**src/rtl/dict_index_unpacker.sv**
```systemverilog
// dict_index_unpacker: unpacks packed codebook-index words into one index per cycle,
// with zero-bubble word chaining and sticky flagging of illegal index counts.
module dict_index_unpacker #(
  parameter int INDEX_BITS       = 3,
  parameter int INDICES_PER_WORD = 8,
  parameter int WORD_WIDTH       = INDEX_BITS * INDICES_PER_WORD,
  parameter int CNT_BITS         = $clog2(INDICES_PER_WORD + 1)
) (
  input  logic                  clk,
  input  logic                  rst_n,
  input  logic                  in_valid,
  output logic                  in_ready,
  input  logic [WORD_WIDTH-1:0] in_word,
  input  logic [CNT_BITS-1:0]   in_count,
  input  logic                  in_last,
  output logic                  out_valid,
  input  logic                  out_ready,
  output logic [INDEX_BITS-1:0] out_index,
  output logic                  out_last,
  output logic                  err_sticky
);
  typedef enum logic {IDLE, EMIT} state_t;
  localparam logic [CNT_BITS-1:0] MAX_CNT = CNT_BITS'(INDICES_PER_WORD);
  state_t                r_state, w_next;
  logic [WORD_WIDTH-1:0] r_shift;
  logic [CNT_BITS-1:0]   r_rem, w_eff;
  logic                  r_last, w_final, w_hs, w_acc, w_bad;
  always_comb begin
    w_final   = r_rem == CNT_BITS'(1);
    out_valid = r_state == EMIT;
    w_hs      = out_valid & out_ready;
    // Final index handshake frees the slot, so the next word loads on the same edge.
    in_ready  = rst_n & ((r_state == IDLE) | (w_hs & w_final));
    w_acc     = in_valid & in_ready;
    w_bad     = (in_count == '0) | (in_count > MAX_CNT);
    w_eff     = (in_count > MAX_CNT) ? MAX_CNT : in_count;
    out_index = r_shift[INDEX_BITS-1:0];
    out_last  = out_valid & r_last & w_final;
    w_next    = w_acc ? ((in_count == '0) ? IDLE : EMIT)
              : ((w_hs & w_final) ? IDLE : r_state);
  end
  always_ff @(posedge clk or negedge rst_n)
    if (!rst_n) r_state <= IDLE;
    else        r_state <= w_next;
  always_ff @(posedge clk or negedge rst_n) begin
    if (!rst_n) begin
      r_shift    <= '0;
      r_rem      <= '0;
      r_last     <= 1'b0;
      err_sticky <= 1'b0;
    end else begin
      if (w_acc) begin
        r_shift <= in_word;
        r_rem   <= w_eff;
        r_last  <= in_last;
      end else if (w_hs & !w_final) begin
        r_shift <= r_shift >> INDEX_BITS;
        r_rem   <= r_rem - CNT_BITS'(1);
      end
      if (w_acc & w_bad) err_sticky <= 1'b1;
    end
  end
endmodule
```
**config.mk**
```make
export PLATFORM = sky130hd
export DESIGN_NAME = dict_index_unpacker
export DESIGN_NICKNAME = d
export VERILOG_FILES = /design/src/rtl/dict_index_unpacker.sv
export SDC_FILE = /design/constraint.sdc
export NUM_CORES = 1
export LEC_CHECK = 0
export BUFFER_PORTS_ARGS = -buffer_cell sky130_fd_sc_hd__buf_2
export CAP_MARGIN = 10
export CORE_ASPECT_RATIO = 2
export CORE_UTILIZATION = 50
export CTS_BUF_LIST = sky130_fd_sc_hd__clkbuf_2 sky130_fd_sc_hd__clkbuf_4 sky130_fd_sc_hd__clkbuf_8
export CTS_CLUSTER_DIAMETER = 40
export CTS_CLUSTER_SIZE = 16
export DETAILED_ROUTE_END_ITERATION = 8
export GPL_TIMING_DRIVEN = 0
export PLACE_DENSITY_LB_ADDON = 0.2
export SLEW_MARGIN = 40
export SYNTH_ARGS = -nofsm -noshare
export SYNTH_HDL_FRONTEND = slang
export SYNTH_SLANG_ARGS = --single-unit
```
**constraint.sdc**
```tcl
create_clock -name clk -period 1.75 [get_ports clk]
set_input_delay 0 -clock clk [delete_from_list [all_inputs] [get_ports clk]]
set_output_delay 0 -clock clk [all_outputs]
set_load 0.005 [all_outputs]
```
Yosys cells after proc, flatten, opt, wreduce, memory -nomap -nowiden

Cells that the tools add are included.

Add/sub/neg operators: 1
Order comparisons: 1
Equality and inequality tests: 1
Muxes and demuxes: 8
Bitwise operators: 11
Reductions and logical operators: 4

Operators with widths:

| operator                                              | count |
|---|---|
| two-way mux 24 bit                                    | 2 |
| two-way mux 4 bit                                     | 3 |
| AND 1 bit                                             | 8 |
| == test 4 x 1 -> 1 bit (second input constant)        | 1 |
| greater-than comparator 4 bit (second input constant) | 1 |
| zero test 4 bit                                       | 1 |
| nonzero test 2 bit                                    | 2 |
| subtractor 4 x 1 -> 4 bit (second input constant)     | 1 |
| two-way mux 1 bit                                     | 3 |
| bitwise OR 1 bit                                      | 2 |
| zero test 1 bit                                       | 1 |
| inverter 1 bit                                        | 1 |

Register bits after elaboration: 31
Input port bits: 33
Output and inout port bits: 7
Logic and storage cells: 31

Longest topological paths before layout

Depth after elaboration: 6
Depth in mapped cells: 6
Gate-level depth less buffers: 5

Worst setup path before layout

Ideal clock, no wire load.

Path type: register -> register
Start point: register r_rem[1]
End point: register r_shift[3]
Library setup time: 0.122 ns
Arrival time: 1.651 ns
Required time: 1.628 ns
Slack: -0.022 ns
Cell stages (with the launch flop): 7
Buffers on the path: 1
Period minus slack after synthesis: 1.772 ns
Cells stage by stage: dfrtp_1 > inv_1 > ha_1 > or3b_4 > buf_6 > or3_1 > o2111a_1

Longest elaborated chain between the ends: 6
Elaborated cells between the ends (all ways): 9
Classes of those cells: eq/ne (1); mux (1); bitwise (5); reduce/logical (2)

Ends and longest elaborated chain:

| what                                                            | line | text |
|---|---|---|
| from (decl)                                                     | 26   | `logic [CNT_BITS-1:0] r_rem, w_eff;` |
| from (signal assigned)                                          | 54   | `r_rem <= w_eff;` |
| from (signal assigned)                                          | 58   | `r_rem <= r_rem - CNT_BITS'(1);` |
| == test 4 x 1 -> 1 bit *                                        | 29   | `w_final = r_rem == CNT_BITS'(1);` |
| AND 1 bit                                                       | 33   | `in_ready = rst_n & ((r_state == IDLE) \| (w_hs & w_final));` |
| bitwise OR 1 bit                                                | 33   |  |
| AND 1 bit                                                       | 33   |  |
| AND 1 bit                                                       | 34   | `w_acc = in_valid & in_ready;` |
| two-way mux 24 bit / nonzero test 2 bit (equally long branches) | -    |  |
| to (signal assigned)                                            | 53   | `r_shift <= in_word;` |
| to (signal assigned)                                            | 57   | `r_shift <= r_shift >> INDEX_BITS;` |
| to (decl)                                                       | 25   | `logic [WORD_WIDTH-1:0] r_shift;` |

Mark *: on every way between the ends. The rest lies on a longest branch, timed or not.
A chain may end at the register's enable or synchronous reset.

Final worst setup path

Start point: register r_rem[1]
End point: register r_shift[9]

The elaborated chain is that of the path after synthesis.

==> flow_summary.yaml <==
drt:
  dr.pass1.iters: 4
  routed.top_layer: "met4"
  dr_wl_met3_um: 197
  met1Wirelength_mm: 1.91
  vias: 1790
  drtIter0Drc: 43
  wl_per_cell_um: 16.8
  route.detailed.drc: 0
  wl_mm: 5.04
  wl_met2_mm: 2.74
  ant_nets: 0
  avgViaCountPerCell: 5.95
synthesis:
  syn_inst: 189
  syn_nets: 224
  synth_edf_count: 0
  yosysWarnings: 0
  yosysUniqueCellTypes: 37
  synth_area_per_cell_sq_um: 9.97
  synth_flop_cell: "dfrtp_1"
  synth-seq-area-share_pct: 41.2
  async_flop_share_pct: 100
  synth_area_sq_um: 1880
  synth-seq-cells: 31
outcome:
  violations: "negative hold slack, negative setup slack"
  status: "finished, violations left"
sta:
  fin_ws_ps: -56.0
  max_freq_mhz: 554
  rsz0062_at_grt: "true"
  worst_pin_slew_ps: 509
  setup_viol: 18
  fin_crit_sh_pct: 103
  finalClockSkew_ps: 13.0
  holdWs_ps: -0.389
  max_slew_margin_pct: 66.1
  period_minus_slack_ps: 1810
  hold_viol_final: 1
  drv_slew: 0
critical_path:
  worstSetupEndpointType: "register"
  crit_fanout: 10
  critPathLaunchType: "register"
  critPathRequiredTime_ps: 1910
  critPathArrivalTime_ps: 1970
  critPathKind: "register to register"
worst_hold_path:
  hold_class: "input pin to register"
clock_network:
  cts_buffers: 5
  htreeDepth: 2
  clk_pin_slew_ps: 70
  cts.path.max_buffers: 2
  cts_tree: "built"
  cts-root-buf: "clkbuf_8"
  cts_sinks: 31
  clk_latency_ps: 290
final_layout:
  mostFrequentLayoutCells: "63 x or3_1, 42 x buf_2, 31 x dfrtp_1"
  final_common_cell: "or3_1"
  multi_input_area_sq_um: 988
  nFillCells: 323
  seqCellArea_sq_um: 776
  area_growth_pct: 28.1
  fin_nets: 287
  drive_above_1_share_pct: 26.2
  antenna-diode-count: 0
floorplan:
  start_util_pct: 52.2
  die_area_sq_um: 4030
  chipHeight_um: 88.8
  core_area_sq_um: 3610
  rows: 31
  die_x_um: 45.4
  ios: 40
power_and_ir_drop:
  vdd_ir_drop_max_uv: 1190
  leakagePower_nw: 1.01
  powerDensity_nw_per_um2: 1460
place:
  dp_hpwl_mm: 3.43
  place_congestion: 0.762
  pre_cts_ws_ps: -273
  portBuffers: 39
global_routing:
  grt_antenna_before_repair: 0
  overflow: 0
  grt_max_degree: 32
  grt_pass1_vias: 1816
  grt_pass1_wl_mm: 8.16
  grt.total_usage_pct: 28.0
run:
  maxCapViolCount: 0
## cell type report
| class | instances | share of cell area, % |
|---|---|---|
| inverter | 10 | 1.56 |
| buffer | 19 | 4.35 |
| multi-input combinational | 129 | 41.0 |
| tap | 49 | 2.54 |
| clock buffer | 6 | 3.42 |
| clock inverter | 1 | 0.207 |
| sequential | 31 | 32.1 |
| timing repair buffer | 56 | 14.8 |
## cells by family after synthesis
family / Yosys count / synth area share, %
flops: 31 / 41.2
compound gates: 39 / 19.3
fa+ha+maj: 2 / 1.33
buf+inv: 29 / 7.37
simple gates: 84 / 28.6
mux: 4 / 2.19
## cells in the mapped netlist (2+ instances only)
library cell	number	area (sq um)
or3_1	63	394
nand4bb_1	2	22.5
buf_4	3	22.5
buf_6	2	22.5
nand2_1	4	15.0
a221oi_1	2	17.5
o21ai_0	3	15.0
buf_2	3	15.0
a31oi_1	2	12.5
ha_1	2	25.0
and2_1	2	12.5
o21ai_1	2	10.0
inv_1	9	33.8
dfrtp_1	31	776
mux2i_1	3	30.0
a21boi_0	2	15.0
nor2_1	2	7.51
nand3_1	3	15.0
o2111a_1	21	236
clkbuf_1	11	41.3
## worst max-delay path: stages, from the launching register on
cell	delay [ps]
dfrtp_1	380
inv_2	80
ha_4	150
or3b_4	430
buf_6	160
or3_1	350
o2111a_1	130
## state kept, by name, summed over array words and instances, names as in the netlist
| name | flops |
|---|---|
| err_sticky | 1 |
| r_last | 1 |
| r_shift | 24 |
| r_rem | 4 |
| out_valid | 1 |
## power by group
part	internal, W	total (W)	switching (W)
Combinational	0.000917	0.00165	0.000737
Clock	0.000308	0.000573	0.000265
Sequential	0.00106	0.00131	0.000253
## routing by layer
metal,vias to the layer above,track usage (%)
li1,858,-
met3,15,5.92
met1,863,30.1
met5,-,0
met2,54,48.6
met4,0,15.4
## per-stage QoR
| step | setup TNS (ps) | util [%] | power, W | std cells | instance area [sq um] |
|---|---|---|---|---|---|
| after floorplan | 0 | - | 0.00236 | 189 | 1890 |
| after global placement | -3790 | 59.4 | 0.00277 | 277 | 2140 |
| after detailed placement | -4320 | 59.4 | 0.00282 | 277 | 2140 |
| after CTS | -234 | 66.2 | 0.00351 | 298 | 2390 |
| after global routing | -1600 | 66.9 | 0.00378 | 301 | 2410 |
| final | -571 | 66.9 | 0.00353 | 301 | 2410 |
## worst paths after layout
| path | slack [ps] | cells past startpoint | end | from |
|---|---|---|---|---|
| worst max register to register | -60 | 6 | r_shift[9]$_DFFE_PN0P_ | r_rem[1]$_DFFE_PN0P_ |
| worst min register to register | 480 | 1 | err_sticky$_DFFE_PN0P_ | err_sticky$_DFFE_PN0P_ |
| max in group asynchronous | 1240 | 3 | r_shift[7]$_DFFE_PN0P_ | rst_n |
| min in group asynchronous | 320 | 3 | r_shift[17]$_DFFE_PN0P_ | rst_n |
| worst min-delay path | -0.4 | 2 | r_shift[20]$_DFFE_PN0P_ | in_word[20] |
| worst max-delay path | -60 | 6 | r_shift[9]$_DFFE_PN0P_ | r_rem[1]$_DFFE_PN0P_ |
## what timing repair did
| action | CTS | global route |
|---|---|---|
| setup endpoints to repair | 28 | 19 |
| cloned | 0 | 1 |
| pin swaps | 0 | 4 |
| hold buffers | 10 | 1 |
| buffers inserted | 4 | 1 |
| gates resized for setup | 4 | 1 |
| hold endpoints to repair | 39 | 1 |
No activity file was read; power rests on OpenSTA's default activity.
